==> src/rtl/writeback_arb_if.sv <==
// Late-result channel between the multiply/divide unit and the writeback arbiter.
// The producer drives valid/reg/data; the arbiter answers with ready.
interface writeback_arb_if #(
   parameter int DATA_W = 32,
   parameter int REG_AW = 5
);
   logic              md_valid;
   logic              md_ready;
   logic [REG_AW-1:0] md_reg;
   logic [DATA_W-1:0] md_data;

   modport master (output md_valid, output md_reg, output md_data, input md_ready);
   modport slave  (input md_valid, input md_reg, input md_data, output md_ready);
endinterface

==> src/rtl/writeback_arb.sv <==
// MIPS writeback stage: W registers, write-port arbitration with a late-result FIFO, next-PC mux.
// Optional: define WB_ZERO_SUPPRESS_EN to drop register-file writes aimed at register 0.
module writeback_arb #(
   parameter int DATA_W     = 32,
   parameter int REG_AW     = 5,
   parameter int NSRC       = 3,
   parameter int LINK_REG   = 31,
   parameter int FIFO_DEPTH = 4,
   localparam int SEL_W     = (NSRC > 1) ? $clog2(NSRC) : 1
) (
   input  logic                   clk,
   input  logic                   rst,
   input  logic                   stallW,
   input  logic                   flushW,
   input  logic                   RegWriteM,
   input  logic                   jumpM,
   input  logic [SEL_W-1:0]       MemtoRegM,
   input  logic [REG_AW-1:0]      WriteRegM,
   input  logic [NSRC*DATA_W-1:0] SrcDataM,
   writeback_arb_if.slave         md,
   input  logic                   PCSrcD,
   input  logic                   jumpD,
   input  logic [DATA_W-5:0]      jumpDstD,
   input  logic [DATA_W-1:0]      PCPlus4F,
   input  logic [DATA_W-1:0]      PCBranchD,
   output logic                   RegWriteW,
   output logic [REG_AW-1:0]      WriteRegW,
   output logic [DATA_W-1:0]      ResultW,
   output logic                   md_pending,
   output logic [DATA_W-1:0]      PC
);

   localparam int PTR_W = $clog2(FIFO_DEPTH);
   localparam int CNT_W = PTR_W + 1;
   localparam logic [CNT_W-1:0] FULL_CNT = CNT_W'(FIFO_DEPTH);
   localparam logic [PTR_W-1:0] LAST_PTR = PTR_W'(FIFO_DEPTH - 1);

   logic [REG_AW+DATA_W-1:0] fifoMem [FIFO_DEPTH];
   logic [PTR_W-1:0]         wrPtr;
   logic [PTR_W-1:0]         rdPtr;
   logic [CNT_W-1:0]         count;

   logic                     mainWr;
   logic [REG_AW-1:0]        mainDst;
   logic [DATA_W-1:0]        mainVal;
   logic                     mdReady;
   logic                     mdAcc;
   logic                     fifoNonEmpty;
   logic [REG_AW-1:0]        headReg;
   logic [DATA_W-1:0]        headData;

   logic                     push;
   logic                     pop;
   logic                     slotUsed;
   logic [REG_AW-1:0]        slotDst;
   logic [DATA_W-1:0]        slotVal;
   logic                     zeroKill;

   // Next-fetch PC
   assign PC = jumpD  ? {PCPlus4F[DATA_W-1 -: 4], jumpDstD} :
               PCSrcD ? PCBranchD : PCPlus4F;

   assign mainWr  = RegWriteM & ~stallW & ~flushW;
   assign mainDst = jumpM ? REG_AW'(LINK_REG) : WriteRegM;

   // Out-of-range selects read as zero rather than aliasing onto a real source
   always_comb begin
      mainVal = '0;
      for (int i = 0; i < NSRC; i++) begin
         if (int'(MemtoRegM) == i) begin
            mainVal = SrcDataM[i*DATA_W +: DATA_W];
         end
      end
   end

   // Ready is a function of occupancy only, so the producer never sees a combinational path from pop
   assign mdReady      = (count != FULL_CNT);
   assign mdAcc        = md.md_valid & mdReady;
   assign fifoNonEmpty = (count != '0);
   assign md.md_ready  = mdReady;
   assign md_pending   = fifoNonEmpty;

   assign {headReg, headData} = fifoMem[rdPtr];

   always_comb begin
      push     = 1'b0;
      pop      = 1'b0;
      slotUsed = 1'b0;
      slotDst  = WriteRegW;
      slotVal  = ResultW;
      if (mainWr) begin
         slotUsed = 1'b1;
         slotDst  = mainDst;
         slotVal  = mainVal;
         push     = mdAcc;
      end else if (fifoNonEmpty) begin
         slotUsed = 1'b1;
         slotDst  = headReg;
         slotVal  = headData;
         pop      = 1'b1;
         push     = mdAcc;
      end else if (mdAcc) begin
         slotUsed = 1'b1;
         slotDst  = md.md_reg;
         slotVal  = md.md_data;
      end
   end

`ifdef WB_ZERO_SUPPRESS_EN
   assign zeroKill = (slotDst == '0);
`else
   assign zeroKill = 1'b0;
`endif

   always_ff @(posedge clk or negedge rst) begin
      if (!rst) begin
         RegWriteW <= 1'b0;
         WriteRegW <= '0;
         ResultW   <= '0;
      end else begin
         RegWriteW <= slotUsed & ~zeroKill;
         if (slotUsed) begin
            WriteRegW <= slotDst;
            ResultW   <= slotVal;
         end
      end
   end

   // Payload storage needs no reset; occupancy is tracked by count alone
   always_ff @(posedge clk) begin
      if (push) begin
         fifoMem[wrPtr] <= {md.md_reg, md.md_data};
      end
   end

   always_ff @(posedge clk or negedge rst) begin
      if (!rst) begin
         wrPtr <= '0;
         rdPtr <= '0;
         count <= '0;
      end else begin
         if (push) begin
            wrPtr <= (wrPtr == LAST_PTR) ? '0 : wrPtr + 1'b1;
         end
         if (pop) begin
            rdPtr <= (rdPtr == LAST_PTR) ? '0 : rdPtr + 1'b1;
         end
         case ({push, pop})
            2'b10:   count <= count + 1'b1;
            2'b01:   count <= count - 1'b1;
            default: count <= count;
         endcase
      end
   end

endmodule

==> src/flat_wrapper.sv <==
// flat-port wrapper written by rule: the top's interface ports become plain ports
module writeback_arb_flat 
#(
   parameter int DATA_W     = 32,
   parameter int REG_AW     = 5,
   parameter int NSRC       = 3,
   parameter int LINK_REG   = 31,
   parameter int FIFO_DEPTH = 4,
   localparam int SEL_W     = (NSRC > 1) ? $clog2(NSRC) : 1
)
  (clk, rst, stallW, flushW, RegWriteM, jumpM, MemtoRegM, WriteRegM, SrcDataM, PCSrcD, jumpD, jumpDstD, PCPlus4F, PCBranchD, RegWriteW, WriteRegW, ResultW, md_pending, PC, md_md_valid, md_md_reg, md_md_data, md_md_ready);
  writeback_arb_if #(.DATA_W(DATA_W), .REG_AW(REG_AW)) md_i ();
  input  logic clk;
  input  logic rst;
  input  logic stallW;
  input  logic flushW;
  input  logic RegWriteM;
  input  logic jumpM;
  input  logic [SEL_W-1:0] MemtoRegM;
  input  logic [REG_AW-1:0] WriteRegM;
  input  logic [NSRC*DATA_W-1:0] SrcDataM;
  input  logic PCSrcD;
  input  logic jumpD;
  input  logic [DATA_W-5:0] jumpDstD;
  input  logic [DATA_W-1:0] PCPlus4F;
  input  logic [DATA_W-1:0] PCBranchD;
  output logic RegWriteW;
  output logic [REG_AW-1:0] WriteRegW;
  output logic [DATA_W-1:0] ResultW;
  output logic md_pending;
  output logic [DATA_W-1:0] PC;
  input wire logic [$bits(md_i.md_valid)-1:0] md_md_valid;
  input wire logic [$bits(md_i.md_reg)-1:0] md_md_reg;
  input wire logic [$bits(md_i.md_data)-1:0] md_md_data;
  output wire logic [$bits(md_i.md_ready)-1:0] md_md_ready;
  assign md_i.md_valid = md_md_valid;
  assign md_i.md_reg = md_md_reg;
  assign md_i.md_data = md_md_data;
  assign md_md_ready = md_i.md_ready;
  writeback_arb #(.DATA_W(DATA_W), .REG_AW(REG_AW), .NSRC(NSRC), .LINK_REG(LINK_REG), .FIFO_DEPTH(FIFO_DEPTH)) u_core (.clk(clk), .rst(rst), .stallW(stallW), .flushW(flushW), .RegWriteM(RegWriteM), .jumpM(jumpM), .MemtoRegM(MemtoRegM), .WriteRegM(WriteRegM), .SrcDataM(SrcDataM), .md(md_i), .PCSrcD(PCSrcD), .jumpD(jumpD), .jumpDstD(jumpDstD), .PCPlus4F(PCPlus4F), .PCBranchD(PCBranchD), .RegWriteW(RegWriteW), .WriteRegW(WriteRegW), .ResultW(ResultW), .md_pending(md_pending), .PC(PC));
endmodule
==> config.mk <==
export PLATFORM = sky130hd
export DESIGN_NAME = writeback_arb_flat
export DESIGN_NICKNAME = d
export VERILOG_FILES = /design/src/rtl/writeback_arb_if.sv /design/src/rtl/writeback_arb.sv /design/src/flat_wrapper.sv
export SDC_FILE = /design/constraint.sdc
export NUM_CORES = 1
export LEC_CHECK = 0
export BUFFER_PORTS_ARGS = -buffer_cell sky130_fd_sc_hd__buf_2
export CORE_MARGIN = 2
export CORE_UTILIZATION = 45
export DETAILED_ROUTE_END_ITERATION = 7
export GPL_TIMING_DRIVEN = 0
export PLACE_DENSITY = 0.75
export SLEW_MARGIN = 10
export SYNTH_ARGS = -nofsm -noshare
export SYNTH_HDL_FRONTEND = slang
export SYNTH_SLANG_ARGS = --single-unit
==> constraint.sdc <==
create_clock -name clk -period 2.25 [get_ports clk]
set_input_delay 0.1125 -clock clk [delete_from_list [all_inputs] [get_ports clk]]
set_output_delay 0.1125 -clock clk [all_outputs]
set_load 0.005 [all_outputs]
==> results.md <==
Run status:
- The flow ran to the end, and the final reports show no timing, DRC or antenna violations.

STA:
- In this run the tightest slew margin relative to its limit is 0.545.
- The period utilization is 0.975.
- The final clock skew is 6.61 ps.
- The worst path meets setup with 55.6 ps of slack.
- The final number of max-transition violations is 0.
- The maximum clock rate is 0.456 GHz.
- The worst-margin pin slew is 682 ps.
- The final hold violation count is 0.
- The total of endpoints with negative setup slack in the final report is 0.
- For the final routed database, the setup TNS stands at 0 ps.
- The final period demand of the worst path is 2190 ps.

Route:
- The first routing iteration left 418 violations.
- In the routed layout, each cell is associated on average with a via count of 5.33.
- The per-cell routed wire length is 19.6 um.
- The remaining antenna violation count is 0.
- In the routed design, unresolved DRC markers number 0.
- Before antenna repair, the detailed router went through 5 iterations.
- The final layout contains routed wiring with a total length of 25100 um.
- The routed layout has 6832 vias.

Clock network:
- The longest clock path from root to sink contains 2 buffers.
- CTS placed an instance of clkbuf_16 at the clock tree root.
- At the later pin of the worst-skew pair, clock insertion delay measures 430 ps.
- The CTS tree is built.
- The number of clock buffers inserted by TritonCTS is 17.
- The clock-pin slew on the worst setup and hold paths is 70 ps.
- In this run the number of H-tree levels came out at 4.
- The count of clock tree sinks is 193.

Global routing:
- The first global-routing pass estimated 37700 um of wire.
- The initial antenna violation count is 0.
- For this run, the total global-route usage over all layers was measured as 0.228.
- The number of global-route vias before repair is 6917.
- For this run the aggregate overflow at the end of global routing stands at 0.
- Entering global routing, the biggest net connects 46 pins.

Critical path:
- The number of buffers and inverters on the critical path is 4.
- In this design, the stage delay of the slowest critical-path cell is 450 ps.
- The cell at the slowest stage of the critical path is dfrtp_2.
- At the worst endpoint, the arrival time is 2510 ps.
- STA classifies the critical path endpoint as a flip-flop.
- The kind of cell adding the most delay to the critical path is buffers and inverters.
- The worst setup path is of the flip-flop to flip-flop kind.
- Of all nets on the critical path, the largest fanout is 10.
- The signal on the critical path passes through nor3_4 > inv_2 > buf_4 > or3_1 > clkbuf_1 > buf_2 > o221a_2.
- Data on the critical path is required at its endpoint by 2570 ps.
- The critical path launch point type is a flip-flop.

Synthesis:
- The combinational family with the most area after synthesis is multiplexers.
- The adder and majority cell fraction of the synthesized area is 0.0102.
- The fraction of the mapped netlist area in compound gates came to 0.0919.
- The fraction of the yosys area taken by sequential cells is 0.598.
- The average size of a mapped cell is 14.9 um2.
- After synthesis the netlist holds a flip-flop and latch count of 193.
- Of the total synthesized cell area, the portion taken by AND, OR, NAND and NOR gates is 0.0524.
- The portion of netlist area occupied by mux cells is 0.205.
- The count of distinct cell types in the synthesized netlist is 33.
- The cell count after synthesis is 626.
- The netlist area before placement is 9310 um2.
- The number of nets produced by synthesis is 874.
- The area share of xor/xnor cells in the synthesized design is 0.00282.
- The Yosys warning count is 0.

Layout:
- In the final layout, the multi-input gates occupy 3400 um2.
- The number of antenna diodes is 0.
- The number of inserted filler cells in the final layout is 1602.
- Across the whole layout, storage elements account for 5570 um2.
- The share of post-route cells with drive strength above 1 is 0.478.
- The final non-filler cell total is 1281.
- The post-route cell area is 12300 um2.
- The number of nets in the finished design is 1246.
- The area growth from synthesis to layout is 32.0%.

Pwr:
- The internal power summed over all cells is 9.03 mW.
- Dividing total power by cell area gives a power density of 1040 nW/um2.
- Of the total power, registers draw 0.411.
- The share of total power dissipated in the clock network is 0.226.
- Summed over all cells, the static leakage comes to 5.05 nW.
- The share of total power dissipated in combinational logic is 0.363.
- The completed layout was analyzed and its total power is 12.8 mW.
- The fraction of power spent switching nets is 0.296.
- For this design the total switching power over the nets is 3.80 mW.
- The highest ir drop seen on vdd is 599 uV.

Place:
- Including well taps, the total number of placed cells is 1209.
- Once detailed placement completed, the half-perimeter wirelength came to 18500 um.
- The congestion estimate from routability-driven global placement came to 0.828.
- Buffers placed on the I/O ports in this run total 309.
- The minimum setup slack after placement is -328 ps.
- The placed standard-cell area is 11300 um2.

Floorplanning:
- The total area inside the core boundary comes to 20300 um2.
- The die covers 21900 um2.
- The die boundary width is 148 um.
- Pin placement for this block handled 313 I/O pins.
- The height of the die is 148 um.
- The floorplan has 52 rows.
- The effective utilization at floorplan is 0.459.

Run:
- The max-capacitance violation count is 0.

Hold path:
- The type of the worst min-delay path is primary input to flip-flop.
[placed cells by master (no fill, tap or decap), types with 5 or more instances in the layout]
master,count
inv_1,36
nand2_1,32
nand2b_1,37
o221a_2,29
mux4_2,37
mux2_2,41
dlygate4sd3_1,39
ha_1,5
o221ai_1,32
clkbuf_1,29
clkinvlp_4,5
buf_2,322
dfrtp_1,44
clkbuf_16,17
o21ai_0,31
mux2i_1,61
edfxtp_1,148
nor2_1,5
[cell type report]
cell class,count,share of cell area
Multi-Input combinational cell,345,0.277
Clock inverter,11,0.00937
Tap cell,270,0.0275
Buffer,47,0.0180
Timing Repair Buffer,355,0.166
Sequential cell,193,0.454
Inverter,39,0.0119
Clock buffer,21,0.0367
[what timing repair did]
item,4_1_cts,5_1_grt
gates resized for setup,5,7
setup buffers,0,3
endpoints found under the setup margin,15,2
hold endpoints to repair,194,0
hold buffers,39,0
pin swaps,4,2
[kinds of logic (layout without fill, tap and decap cells)]
kind of cell | count (synthesis) | count (layout)
simple gates | 92 | 92
buf+inv | 88 | 473
compound gates | 104 | 104
flops | 193 | 193
xor+xnor | 3 | 3
fa+ha+maj | 7 | 7
mux | 139 | 139
[registers in the layout, summed over array words and instances (netlist names)]
register          count
u_core.fifoMem      148
u_core.ResultW       32
u_core.WriteRegW      5
u_core.count          3
u_core.rdPtr          2
u_core.wrPtr          2
u_core.RegWriteW      1
[stage by stage]
stage / util / hold slack, ps
global route: 0.605 / 28.8
CTS: 0.603 / 2.97
floorplan: - / -183
detailed placement: 0.556 / 345
finish: 0.605 / 17.4
global placement: 0.551 / 337
[synthesized netlist by cell type]
| master | instances | share of area |
|---|---|---|
| a211oi_1 | 4 | 0.0032 |
| a21oi_1 | 4 | 0.0022 |
| and2_1 | 4 | 0.0027 |
| buf_1 | 2 | 0.00081 |
| buf_2 | 17 | 0.0091 |
| buf_6 | 2 | 0.0024 |
| clkbuf_1 | 28 | 0.011 |
| dfrtp_1 | 45 | 0.12 |
| edfxtp_1 | 148 | 0.48 |
| fa_1 | 1 | 0.0022 |
| ha_1 | 6 | 0.0081 |
| inv_1 | 38 | 0.015 |
| inv_2 | 1 | 0.00040 |
| mux2_2 | 41 | 0.050 |
| mux2i_1 | 61 | 0.066 |
| mux4_2 | 37 | 0.090 |
| nand2_1 | 32 | 0.013 |
| nand2b_1 | 37 | 0.025 |
| nor2_1 | 5 | 0.0020 |
| nor2b_1 | 1 | 0.00067 |
| nor3_1 | 4 | 0.0022 |
| nor3_2 | 1 | 0.0011 |
| nor3b_1 | 1 | 0.00081 |
| nor4_1 | 4 | 0.0027 |
| o211a_1 | 1 | 0.0011 |
| o21ai_0 | 31 | 0.017 |
| o221a_1 | 3 | 0.0036 |
| o221a_2 | 29 | 0.035 |
| o221ai_1 | 32 | 0.030 |
| or3_1 | 1 | 0.00067 |
| or3b_2 | 2 | 0.0019 |
| xnor2_1 | 1 | 0.00094 |
| xor2_1 | 2 | 0.0019 |
[path summary, 6_finish.rpt]
check	from	endpoint	slack [ps]	cells after the start
setup / recovery	u_core.count[0]	u_core.ResultW[19]	60	7
hold / removal	jumpM	u_core.WriteRegW[4]	20	3
setup reg to reg	u_core.count[0]	u_core.ResultW[19]	60	7
hold reg to reg	u_core.count[0]	u_core.count[0]	530	1
max in group asynchronous	rst	u_core.count[0]	1520	2
min in group asynchronous	rst	u_core.WriteRegW[0]	260	2
[routing by layer]
layer | GRT usage | wire length (um) | vias up
li1 | - | - | 3187
met5 | 0 | 0 | -
met1 | 0.272 | 9780 | 3322
met4 | 0.0605 | 454 | 0
met2 | 0.419 | 13300 | 292
met3 | 0.0494 | 1590 | 31
[worst register-to-register path, cell delays in order (launching register included)]
cell and delay (ps):
dfrtp_2 450, nor3_4 310, inv_2 70, buf_4 140
or3_1 300, clkbuf_1 240, buf_2 280, o221a_2 300
[power groups by stage]
stage / Combinational [mW] / Clock, mW / Sequential, mW
floorplan: 2.92 / 0 / 5.28
global placement: 4.38 / 0 / 5.33
detailed placement: 4.56 / 0 / 5.32
CTS: 4.66 / 2.92 / 5.27
global route: 5.04 / 3.06 / 5.36
finish: 4.65 / 2.90 / 5.28
Power figures use the tool's default switching activity.
